## src/rtl/colony_scheduler_if.sv

```systemverilog
// Shared widths for the ant array and the scheduler's bus interface.
// The setup channel (loader -> scheduler) and the world-memory write port
// (scheduler -> world memory) are grouped here so both ends bind to one bundle.
package colony_params;
    localparam int X_bits   = 8;
    localparam int Y_bits   = 7;
    // colony(1) + mouth(1) + dir(2) + X + Y
    localparam int ANT_bits = 1 + 1 + 2 + X_bits + Y_bits;
endpackage

// Handshake semantics for both channels: a transfer happens on a rising
// game_clk edge where the offering side's valid/req and the accepting side's
// ready/ack are both high. The offering side keeps its payload stable until
// that edge. wr_ack is ignored in any cycle where wr_req is low.
interface colony_scheduler_if;
    logic                                setup_valid;
    logic [colony_params::ANT_bits-1:0]  setup_data;
    logic                                setup_ready;
    logic                                wr_req;
    logic [colony_params::X_bits-1:0]    wr_X;
    logic [colony_params::Y_bits-1:0]    wr_Y;
    logic                                wr_op;
    logic                                wr_ack;

    // Scheduler side: accepts ant records, issues world writes.
    modport slave (
        input  setup_valid, setup_data, wr_ack,
        output setup_ready, wr_req, wr_X, wr_Y, wr_op
    );

    // Environment side: the init loader and the world memory.
    modport master (
        output setup_valid, setup_data, wr_ack,
        input  setup_ready, wr_req, wr_X, wr_Y, wr_op
    );
endinterface

```

## src/rtl/colony_scheduler.sv

```systemverilog
// colony_scheduler: loads every ant during setup, then runs one simulation
// step per frame tick. A step snapshots each ant's sugar event, serialises
// the events onto the single world-memory write port (lowest ant index
// first), pulses moveNow, then pulses global_writing_flag to re-arm the ants.
module colony_scheduler #(
    parameter int NUM_ANTS = 8,
    parameter int IDX_W    = $clog2(NUM_ANTS)
) (
    input  logic                                    game_clk,
    input  logic                                    RESET,
    colony_scheduler_if.slave                       bus,
    output logic                                    SETUP_PHASE,
    output logic [NUM_ANTS-1:0]                     ant_SET,
    output logic [colony_params::ANT_bits-1:0]      ant_D_IN,
    input  logic                                    frame_tick,
    input  logic                                    pause,
    input  logic [NUM_ANTS-1:0]                     ant_collecting,
    input  logic [NUM_ANTS-1:0]                     ant_dropping,
    input  logic [NUM_ANTS*colony_params::X_bits-1:0] ant_X,
    input  logic [NUM_ANTS*colony_params::Y_bits-1:0] ant_Y,
    output logic                                    moveNow,
    output logic                                    global_writing_flag,
    output logic [15:0]                             step_count,
    output logic                                    tick_overrun,
    output logic [2:0]                              state_dbg
);

    localparam int XB = colony_params::X_bits;
    localparam int YB = colony_params::Y_bits;

    typedef enum logic [2:0] {
        S_SETUP   = 3'd0,
        S_PRIME   = 3'd1,
        S_WAIT    = 3'd2,
        S_SNAP    = 3'd3,
        S_DRAIN   = 3'd4,
        S_MOVE    = 3'd5,
        S_RELEASE = 3'd6
    } state_t;

    state_t               r_state;
    logic [IDX_W-1:0]     r_load_idx;
    logic [NUM_ANTS-1:0]  r_pending;
    logic [NUM_ANTS-1:0]  r_op_vec;
    logic                 r_tick_pend;
    logic                 r_tick_overrun;
    logic [15:0]          r_step_count;
    logic                 r_setup_ready;
    logic                 r_setup_phase;
    logic                 r_move_now;
    logic                 r_gw_flag;
    logic                 r_wr_req;
    logic                 r_wr_op;
    logic [IDX_W-1:0]     r_wr_idx;
    logic [XB-1:0]        r_wr_x;
    logic [YB-1:0]        r_wr_y;

    logic                 w_setup_hs;
    logic                 w_wr_fire;
    logic                 w_step_state;
    logic [NUM_ANTS-1:0]  w_snap_pend;
    logic [NUM_ANTS-1:0]  w_ack_mask;
    logic [NUM_ANTS-1:0]  w_drain_left;
    logic [NUM_ANTS-1:0]  w_sel_src;
    logic                 w_sel_any;
    logic [IDX_W-1:0]     w_sel_idx;
    logic                 w_sel_op;
    logic [XB-1:0]        w_sel_x;
    logic [YB-1:0]        w_sel_y;

    // The record is accepted whenever the loader offers one during SETUP.
    assign w_setup_hs   = (r_state == S_SETUP) && bus.setup_valid;
    // An ack only counts while a request is actually outstanding.
    assign w_wr_fire    = r_wr_req && bus.wr_ack;
    // Ticks arriving in these states are remembered for the next WAIT_TICK.
    assign w_step_state = (r_state == S_SNAP) || (r_state == S_DRAIN) ||
                          (r_state == S_MOVE) || (r_state == S_RELEASE);
    assign w_snap_pend  = ant_collecting | ant_dropping;

    // Pending set after removing the ant whose write is accepted this cycle.
    always_comb begin
        w_ack_mask = '0;
        if (w_wr_fire) begin
            w_ack_mask[r_wr_idx] = 1'b1;
        end
        w_drain_left = r_pending & ~w_ack_mask;
    end

    // Pick the lowest-index ant still owing a write (live snapshot in SNAP).
    always_comb begin
        w_sel_src = (r_state == S_SNAP) ? w_snap_pend : w_drain_left;
        w_sel_any = 1'b0;
        w_sel_idx = '0;
        for (int i = NUM_ANTS - 1; i >= 0; i--) begin
            if (w_sel_src[i]) begin
                w_sel_any = 1'b1;
                w_sel_idx = IDX_W'(i);
            end
        end
    end

    // Payload of the selected ant; coordinates come straight from the ants,
    // which hold still until moveNow, so sampling them late is safe.
    always_comb begin
        w_sel_op = (r_state == S_SNAP) ? ant_dropping[w_sel_idx] : r_op_vec[w_sel_idx];
        w_sel_x  = ant_X[int'(w_sel_idx) * XB +: XB];
        w_sel_y  = ant_Y[int'(w_sel_idx) * YB +: YB];
    end

    // Load strobe follows setup_valid in the same cycle so the ant latches
    // the broadcast record on the handshake edge.
    always_comb begin
        ant_SET = '0;
        if (w_setup_hs) begin
            ant_SET[r_load_idx] = 1'b1;
        end
    end

    // Sequencer: setup load, priming, per-frame step, write serialisation.
    always_ff @(posedge game_clk or posedge RESET) begin
        if (RESET) begin
            r_state        <= S_SETUP;
            r_load_idx     <= '0;
            r_pending      <= '0;
            r_op_vec       <= '0;
            r_tick_pend    <= 1'b0;
            r_tick_overrun <= 1'b0;
            r_step_count   <= 16'd0;
            r_setup_ready  <= 1'b1;
            r_setup_phase  <= 1'b1;
            r_move_now     <= 1'b0;
            r_gw_flag      <= 1'b0;
            r_wr_req       <= 1'b0;
            r_wr_op        <= 1'b0;
            r_wr_idx       <= '0;
            r_wr_x         <= '0;
            r_wr_y         <= '0;
        end else begin
            // Strobes are single-cycle unless a transition re-asserts them.
            r_move_now <= 1'b0;
            r_gw_flag  <= 1'b0;

            if (frame_tick && w_step_state) begin
                if (r_tick_pend) begin
                    r_tick_overrun <= 1'b1;
                end else begin
                    r_tick_pend <= 1'b1;
                end
            end

            case (r_state)
                S_SETUP: begin
                    if (w_setup_hs) begin
                        if (r_load_idx == IDX_W'(NUM_ANTS - 1)) begin
                            r_load_idx    <= '0;
                            r_setup_ready <= 1'b0;
                            r_gw_flag     <= 1'b1;
                            r_state       <= S_PRIME;
                        end else begin
                            r_load_idx <= r_load_idx + 1'b1;
                        end
                    end
                end

                S_PRIME: begin
                    // Ants have left WAIT_FOR_WRITE; setup is over.
                    r_setup_phase <= 1'b0;
                    r_state       <= S_WAIT;
                end

                S_WAIT: begin
                    // Ticks seen while paused are simply not acted upon.
                    if ((frame_tick || r_tick_pend) && !pause) begin
                        r_tick_pend <= 1'b0;
                        r_state     <= S_SNAP;
                    end
                end

                S_SNAP: begin
                    r_pending <= w_snap_pend;
                    r_op_vec  <= ant_dropping;
                    r_wr_req  <= w_sel_any;
                    r_wr_idx  <= w_sel_idx;
                    r_wr_op   <= w_sel_op;
                    r_wr_x    <= w_sel_x;
                    r_wr_y    <= w_sel_y;
                    r_state   <= S_DRAIN;
                end

                S_DRAIN: begin
                    if (r_pending == '0) begin
                        r_wr_req   <= 1'b0;
                        r_move_now <= 1'b1;
                        r_state    <= S_MOVE;
                    end else begin
                        // Re-selecting every cycle keeps the payload stable
                        // while unacked and advances right after an ack.
                        r_pending <= w_drain_left;
                        r_wr_req  <= w_sel_any;
                        r_wr_idx  <= w_sel_idx;
                        r_wr_op   <= w_sel_op;
                        r_wr_x    <= w_sel_x;
                        r_wr_y    <= w_sel_y;
                    end
                end

                S_MOVE: begin
                    r_gw_flag    <= 1'b1;
                    r_step_count <= r_step_count + 16'd1;
                    r_state      <= S_RELEASE;
                end

                S_RELEASE: begin
                    r_state <= S_WAIT;
                end

                default: begin
                    r_state <= S_SETUP;
                end
            endcase
        end
    end

    assign bus.setup_ready     = r_setup_ready;
    assign bus.wr_req          = r_wr_req;
    assign bus.wr_X            = r_wr_x;
    assign bus.wr_Y            = r_wr_y;
    assign bus.wr_op           = r_wr_op;
    assign ant_D_IN            = bus.setup_data;
    assign SETUP_PHASE         = r_setup_phase;
    assign moveNow             = r_move_now;
    assign global_writing_flag = r_gw_flag;
    assign step_count          = r_step_count;
    assign tick_overrun        = r_tick_overrun;
    assign state_dbg           = r_state;

endmodule
```

## src/flat_wrapper.sv

```systemverilog
// flat-port wrapper written by rule: the top's interface ports become plain ports
module colony_scheduler_flat 
#(
    parameter int NUM_ANTS = 8,
    parameter int IDX_W    = $clog2(NUM_ANTS)
)
  (game_clk, RESET, SETUP_PHASE, ant_SET, ant_D_IN, frame_tick, pause, ant_collecting, ant_dropping, ant_X, ant_Y, moveNow, global_writing_flag, step_count, tick_overrun, state_dbg, bus_setup_valid, bus_setup_data, bus_wr_ack, bus_setup_ready, bus_wr_req, bus_wr_X, bus_wr_Y, bus_wr_op);
  colony_scheduler_if bus_i ();
  input  logic game_clk;
  input  logic RESET;
  output logic SETUP_PHASE;
  output logic [NUM_ANTS-1:0] ant_SET;
  output logic [colony_params::ANT_bits-1:0] ant_D_IN;
  input  logic frame_tick;
  input  logic pause;
  input  logic [NUM_ANTS-1:0] ant_collecting;
  input  logic [NUM_ANTS-1:0] ant_dropping;
  input  logic [NUM_ANTS*colony_params::X_bits-1:0] ant_X;
  input  logic [NUM_ANTS*colony_params::Y_bits-1:0] ant_Y;
  output logic moveNow;
  output logic global_writing_flag;
  output logic [15:0] step_count;
  output logic tick_overrun;
  output logic [2:0] state_dbg;
  input wire logic [$bits(bus_i.setup_valid)-1:0] bus_setup_valid;
  input wire logic [$bits(bus_i.setup_data)-1:0] bus_setup_data;
  input wire logic [$bits(bus_i.wr_ack)-1:0] bus_wr_ack;
  output wire logic [$bits(bus_i.setup_ready)-1:0] bus_setup_ready;
  output wire logic [$bits(bus_i.wr_req)-1:0] bus_wr_req;
  output wire logic [$bits(bus_i.wr_X)-1:0] bus_wr_X;
  output wire logic [$bits(bus_i.wr_Y)-1:0] bus_wr_Y;
  output wire logic [$bits(bus_i.wr_op)-1:0] bus_wr_op;
  assign bus_i.setup_valid = bus_setup_valid;
  assign bus_i.setup_data = bus_setup_data;
  assign bus_i.wr_ack = bus_wr_ack;
  assign bus_setup_ready = bus_i.setup_ready;
  assign bus_wr_req = bus_i.wr_req;
  assign bus_wr_X = bus_i.wr_X;
  assign bus_wr_Y = bus_i.wr_Y;
  assign bus_wr_op = bus_i.wr_op;
  colony_scheduler #(.NUM_ANTS(NUM_ANTS), .IDX_W(IDX_W)) u_core (.game_clk(game_clk), .RESET(RESET), .bus(bus_i), .SETUP_PHASE(SETUP_PHASE), .ant_SET(ant_SET), .ant_D_IN(ant_D_IN), .frame_tick(frame_tick), .pause(pause), .ant_collecting(ant_collecting), .ant_dropping(ant_dropping), .ant_X(ant_X), .ant_Y(ant_Y), .moveNow(moveNow), .global_writing_flag(global_writing_flag), .step_count(step_count), .tick_overrun(tick_overrun), .state_dbg(state_dbg));
endmodule
```

## config.mk

```make
export PLATFORM = sky130hd
export DESIGN_NAME = colony_scheduler_flat
export DESIGN_NICKNAME = d
export VERILOG_FILES = /design/src/rtl/colony_scheduler_if.sv /design/src/rtl/colony_scheduler.sv /design/src/flat_wrapper.sv
export SDC_FILE = /design/constraint.sdc
export NUM_CORES = 1
export LEC_CHECK = 0
export CAP_MARGIN = 40
export CORE_UTILIZATION = 41
export CTS_CLUSTER_SIZE = 14
export DETAILED_ROUTE_END_ITERATION = 6
export PLACE_DENSITY = 0.89
export REMOVE_ABC_BUFFERS = 1
export SYNTH_ARGS = -nofsm -noshare
export SYNTH_HDL_FRONTEND = slang
export SYNTH_SLANG_ARGS = --single-unit
```

## constraint.sdc

```tcl
create_clock -name game_clk -period 3.09 [get_ports game_clk]
set_clock_uncertainty 0.05 [all_clocks]
set_input_delay 0.4635 -clock game_clk [delete_from_list [all_inputs] [get_ports game_clk]]
set_output_delay 0.4635 -clock game_clk [all_outputs]
set_load 0.005 [all_outputs]
```

Word-level counts from Yosys, hierarchy flattened
Cells that the tools add are included.
{ "op_classes": {"eq_ne": 12, "multipliers": 1, "shift": 2, "reduce_logical": 20, "mux": 54, "magnitude_cmp": 5, "n_bitwise": 3, "n_addsub": 2} }
{ "op_table": {"columns": ["cell", "count"], "rows": [
  ["indexed part select 64 x 7 -> 8 bit", 1],
  ["indexed part select 56 x 32 -> 7 bit", 1],
  ["2-to-1 mux 3 bit", 14],
  ["2-to-1 mux 8 bit", 5],
  ["one-hot mux 8 bit (2 select lines)", 2],
  ["2-to-1 mux 1 bit", 22],
  ["one-hot mux 3 bit (6 select lines)", 1],
  ["adder 16 x 1 -> 16 bit, second input constant", 1],
  ["one-hot mux 7 bit (2 select lines)", 1],
  ["equality test 3 bit, second input constant", 4],
  ["less-than comparator 3 x 4 -> 1 bit, second input constant", 3],
  ["AND 8 bit", 1],
  ["logical NOT 8 bit", 1],
  ["inverter 8 bit", 1],
  ["OR 8 bit", 1],
  ["2-to-1 mux 7 bit", 1],
  ["binary-select mux 1 bit (select 3 bit)", 2],
  ["demux 1 bit (select 3 bit)", 2],
  ["equality test 3 x 2 -> 1 bit, second input constant", 2],
  ["greater-or-equal comparator 3 x 1 -> 1 bit, second input constant", 2],
  ["logical AND 1 bit", 6],
  ["multiplier 3 x 3 -> 6 bit, second input constant", 1],
  ["!= test 2 bit, second input constant", 3],
  ["one-hot mux 1 bit (2 select lines)", 3],
  ["other kinds (12)", 18]
]} }
{ "word_totals": {"reg_bits": 64, "wordCells": 115} }

Logic depth before layout (Yosys ltp)
{ "depth": {"word_depth": 21, "depth_mapped": 13} }

Worst setup path after synthesis
No wires, ideal clock.
{ "synth_timing": {"path_type": "register to register", "from": "register u_core.r_state[2] (netlist: u_core.state_dbg[2])", "to": "register u_core.r_wr_x[0] (netlist: u_core.bus.wr_X[0])", "path_stages_with_launch": 12, "required_time_ns": 2.916, "arrival_ns": 2.371, "path_buffers": 4, "synth_period_minus_slack_ns": 2.545, "path_slack_ns": 0.545, "cell_sequence": "dfrtp_1 buf_2 and3b_1 buf_4 nor2_1 a21oi_1 buf_2 nand3_1 nand2_1 clkbuf_1 a211oi_1 a211o_1"} }
{ "synth_between": {"elab_chain_cells": 13, "elab_cells_between_ends": 17} }
{ "synth_lines": {"columns": ["element", "line_no", "rtl"], "rows": [
  ["from (decl)", "colony_scheduler.sv:41", "state_t r_state;"],
  ["from (signal assigned)", "colony_scheduler.sv:122", "r_state <= S_SETUP;"],
  ["from (signal assigned)", "colony_scheduler.sv:158", "r_state <= S_PRIME;"],
  ["from (signal assigned)", "colony_scheduler.sv:168", "r_state <= S_WAIT;"],
  ["equality test 3 x 2 -> 1 bit", "colony_scheduler.sv:91, colony_scheduler.sv:151", null],
  ["2-to-1 mux 8 bit", "colony_scheduler.sv:91", "w_sel_src = (r_state == S_SNAP) ? w_snap_pend : w_drain_left;"],
  ["2-to-1 mux 3 bit (8 in series)", "colony_scheduler.sv:95", "if (w_sel_src[i]) begin"],
  ["indexed part select 64 x 7 -> 8 bit", "colony_scheduler.sv:106", "w_sel_x = ant_X[int'(w_sel_idx) * XB +: XB];"],
  ["2-to-1 mux 8 bit", "colony_scheduler.sv:191", "if (r_pending == '0) begin"],
  ["one-hot mux 8 bit (2 select lines)", "colony_scheduler.sv:151", "case (r_state)"],
  ["to (signal assigned)", "colony_scheduler.sv:185", "r_wr_x <= w_sel_x;"],
  ["to (signal assigned)", "colony_scheduler.sv:202", "r_wr_x <= w_sel_x;"],
  ["to (decl)", "colony_scheduler.sv:55", "logic [XB-1:0] r_wr_x;"]
]} }
Several ways; a longest one is shown, not always the timed one. The select of a mux whose other input is x is not followed.
A chain may end at the register's enable or synchronous reset.

Worst setup path in the final report
{ "layout_timing": {"from": "input bus_setup_valid", "to": "output ant_SET[1]"} }
{ "layout_between": {"elab_chain_cells": 2} }
{ "layout_lines": {"columns": ["element", "line_no", "rtl"], "rows": [
  ["from (decl)", "flat_wrapper.sv:25", "input wire logic [$bits(bus_i.setup_valid)-1:0] bus_setup_valid;"],
  ["logical AND 1 bit", "colony_scheduler.sv:72", "assign w_setup_hs = (r_state == S_SETUP) && bus.setup_valid;"],
  ["2-to-1 mux 8 bit", "colony_scheduler.sv:114", "if (w_setup_hs) begin"],
  ["to (decl)", "flat_wrapper.sv:12", "output logic [NUM_ANTS-1:0] ant_SET;"]
]} }
Every way passes these cells.

==> results.txt <==
----------------------------------------------------
[Routing]
  Total via count after detailed routing ... 5172
  Pre-Repair DR Iteration Count ... 7
  Number of routed nets with antenna violations ... 0
  Detailed-route vias per instance ... 5.93
  Initial DRC count ... 504
  Remaining design rule violation count ... 0
  Routed WL per cell ... 19.6 µm
  Routed WL ... 17100 µm

[Layout]
  Share of layout cells above drive strength 1 ... 0.130
  Multi-input gate area ... 0.00270 mm²
  Leading cell type in the layout, fill and taps excluded ... sky130_fd_sc_hd__clkdlybuf4s50_1
  Area taken by flip-flops and latches ... 0.00160 mm²
  Commonest cells after routing, fill and taps aside ... sky130_fd_sc_hd__clkdlybuf4s50_1 (189), sky130_fd_sc_hd__nand2_1 (80), sky130_fd_sc_hd__dfrtp_1 (62)
  Antenna fix cells ... 0
  Final-layout fill cell count ... 892
  Synthesis-to-finish area growth ... 53.9%
  Nets ... 891

[STA]
  Worst-margin pin slew ... 0.595 ns
  Final clock period utilization by the worst path ... 0.948
  Final setup fails ... 0
  Final worst path period need ... 2.93 ns
  Hold Violations, Final ... 0
  RSZ-0062 raised after global routing ... false
  Max-slew headroom at the worst pin ... 0.598
  Min setup slack post-route ... 0.160 ns
  Setup Total Neg Slack ... 0 ns
  Fmax ... 341 MHz
  Final slew viol count ... 0

[CTS]
  Number of post-CTS setup repair buffers ... 0
  CTS Root Buffer Type ... sky130_fd_sc_hd__clkbuf_16
  CTS tree ... built
  Maximum buffer depth of the clock tree ... 2
  Clock insertion delay at the later pin of the skew report ... 0.33 ns
  Clock transition at the registers of the reported paths ... 0.05 ns
  CTS H-tree lvls ... 3
  Number of CTS-inserted buffers ... 9
  Post-CTS sizing ... 0
  Clock net sink count ... 64
  CTS hold repair buffers ... 0

[Synthesis]
  Distinct cells, synth ... 62
  Fraction of post-synthesis cell area in the top cell type by area ... 0.332
  Cell area after technology mapping ... 0.00467 mm²
  Post-synthesis mux area share ... 0.0480
  Register bit total from synthesis ... 64
  Synthesized-area fraction occupied by xor and xnor cells ... 0.0300
  Gate count of the mapped netlist ... 540
  Post-synthesis adder-cell area fraction ... 0.00804
  Number of enable flip-flop cells after synthesis ... 0
  Most used flip-flop cell after synthesis ... sky130_fd_sc_hd__dfrtp_1
  Share of synthesized area occupied by flip-flops and latches ... 0.344
  Share of flip-flops with an asynchronous set or reset ... 1.00
  Largest area contributor in the netlist ... sky130_fd_sc_hd__dfrtp_1
  Post-Synthesis Mean Instance Area ... 8.64 µm²
  Area contributors post-synth ... sky130_fd_sc_hd__dfrtp_1 (33%), sky130_fd_sc_hd__nand2_1 (6.5%), sky130_fd_sc_hd__a211oi_1 (5.8%)
  Dominant combinational cell family by area after synthesis ... compound AO/OA/AOI/OAI gates
  Count of yosys warnings during synthesis ... 0
  Complex-gate fraction of the synthesized area ... 0.269
  Synth Area in Simple Gates ... 0.218

[Global route]
  Global-route wire length before repair ... 26800 µm
  Largest net degree at the start of global routing ... 37
  Met1 capacity usage during global routing ... 0.316
  Global routing met3 resource utilization ... 0.121
  Global route hottest layer ... met2
  Aggregate global-route resource usage ... 0.297
  Met2 global-route usage ... 0.514
  Number of global-route vias before repair ... 5405
  Initial antenna violation count ... 0
  Leftover overflow at the end of global routing ... 0

[Floorplan]
  Total number of placement rows ... 38
  Core box area ... 0.0110 mm²
  Horizontal extent of the die ... 109 µm
  Floorplan die area ... 0.0118 mm²
  Starting density of the core ... 0.425
  I/O pin count ... 229
  Vertical die dimension ... 109 µm

[Worst hold path]
  Type of the most critical hold path ... register to register

[Critical path]
  Critical Path AT ... 2.42 ns
  Largest fanout on the critical path ... 4
  Required time of the critical path ... 2.58 ns
  Crit path launch type ... input pin
  Crit path capture type ... primary output
  Critical path type ... input pin to primary output

[Pwr]
  Combinational power share ... 0.622
  Net switching power figure ... 0.00298 W
  Internal power consumption ... 0.00394 W
  Clock power share ... 0.173
  Leakage power figure ... 3.06 nW
  Pwr/cell area ... 964 mW/mm²
  Reg power frac ... 0.204
  Worst voltage drop across the vdd grid ... 523 µV
  Switching part of the total ... 0.431

[Placement]
  HPWL Detailed ... 12700 µm
  Count of port buffers added during placement ... 190
  Routability Congestion ... 0.910
  Post-placement setup slack ... -0.209 ns

[Outcome]
  Outcome ... finished clean

[Job]
  Max-cap violation count ... 0

----------------------------------------------------
## stage by stage
| step | hold WS, ns | utilization | power [W] | cell area, µm² | std cells |
|---|---|---|---|---|---|
| detailed placement | 0.384 | 0.621 | 0.00564 | 6820 | 856 |
| finish | 0.398 | 0.654 | 0.00692 | 7180 | 872 |
| global placement | 0.388 | 0.621 | 0.00544 | 6820 | 856 |
| global route | 0.420 | 0.654 | 0.00736 | 7180 | 872 |
| floorplan | 0.380 | - | 0.00373 | 4320 | 482 |
| CTS | 0.394 | 0.653 | 0.00690 | 7180 | 872 |
## worst paths after layout
| path | start | endpoint | slack (ns) | cells after the start |
|---|---|---|---|---|
| worst max-delay path | bus_setup_valid | ant_SET[1] | 0.16 | 5 |
| worst min-delay path | u_core.SETUP_PHASE | u_core.SETUP_PHASE | 0.40 | 2 |
| worst max register to register | u_core.r_wr_idx[2] | u_core.bus.wr_Y[5] | 0.23 | 9 |
| worst min register to register | u_core.SETUP_PHASE | u_core.SETUP_PHASE | 0.40 | 2 |
| max in group asynchronous | RESET | u_core.SETUP_PHASE | 2.16 | 3 |
| min in group asynchronous | RESET | u_core.r_load_idx[1] | 0.50 | 3 |
## logic make-up after synthesis
| family | after synthesis |
|---|---|
| mux | 22 |
| xor+xnor | 16 |
| compound gates | 156 |
| buf+inv | 69 |
| simple gates | 210 |
| flops | 64 |
| fa+ha+maj | 3 |
## power by group through the flow
stage / registers [W] / logic (W) / clock network, W
floorplan: 0.00138 / 0.00235 / 0
global placement: 0.00140 / 0.00405 / 0
detailed placement: 0.00141 / 0.00423 / 0
CTS: 0.00141 / 0.00427 / 0.00122
global route: 0.00145 / 0.00465 / 0.00126
finish: 0.00141 / 0.00431 / 0.00120
## critical path, cell delays in order
cell and delay, ns:
sky130_fd_sc_hd__clkdlybuf4s50_1 0.49, sky130_fd_sc_hd__nor4b_1 0.51, sky130_fd_sc_hd__nand2_1 0.22, sky130_fd_sc_hd__nor3_1 0.20
sky130_fd_sc_hd__clkdlybuf4s50_1 0.53
## synthesized netlist by cell type (4+ instances only)
cell                        n
sky130_fd_sc_hd__and3_1    38
sky130_fd_sc_hd__o211ai_1   7
sky130_fd_sc_hd__nand2_1   81
sky130_fd_sc_hd__a31oi_1    6
sky130_fd_sc_hd__a211oi_1  36
sky130_fd_sc_hd__nor2_1    39
sky130_fd_sc_hd__a21oi_1   10
sky130_fd_sc_hd__a211oi_2  14
sky130_fd_sc_hd__mux2i_1   19
sky130_fd_sc_hd__o21ai_0   27
sky130_fd_sc_hd__nand4_1    9
sky130_fd_sc_hd__dfrtp_1   62
sky130_fd_sc_hd__buf_6      4
sky130_fd_sc_hd__nor4_1     4
sky130_fd_sc_hd__a211o_1   15
sky130_fd_sc_hd__xnor2_1   13
sky130_fd_sc_hd__a311oi_1  15
sky130_fd_sc_hd__nand2b_1   4
sky130_fd_sc_hd__buf_4     23
sky130_fd_sc_hd__inv_1     10
sky130_fd_sc_hd__clkbuf_1  18
sky130_fd_sc_hd__nand3_1   14
sky130_fd_sc_hd__buf_2     11
## flip-flops by register name, indices dropped and copies added, names as in the netlist
name / cells
u_core.r_op_vec: 8
u_core.bus.wr_req: 1
u_core.bus.wr_Y: 7
u_core.state_dbg: 3
u_core.bus.wr_op: 1
u_core.bus.wr_X: 8
u_core.r_load_idx: 3
u_core.r_pending: 8
u_core.global_writing_flag: 1
u_core.step_count: 16
u_core.SETUP_PHASE: 1
u_core.bus.setup_ready: 1
u_core.tick_overrun: 1
u_core.moveNow: 1
u_core.r_tick_pend: 1
u_core.r_wr_idx: 3
## layer usage
layer  up-vias  part of all wire
li1       2360                 -
met4         2             0.033
met1      2433              0.37
met2       325              0.48
met3        52              0.12
met5         -            0.0047
## layout make-up
type / count / area share
inverter: 11 / 0.00575
clock inverter: 6 / 0.0160
timing repair buffer: 234 / 0.321
clock buffer: 10 / 0.0333
sequential: 64 / 0.223
multi-input combinational: 407 / 0.376
tap: 140 / 0.0244
No activity file was read; power rests on OpenSTA's default activity.
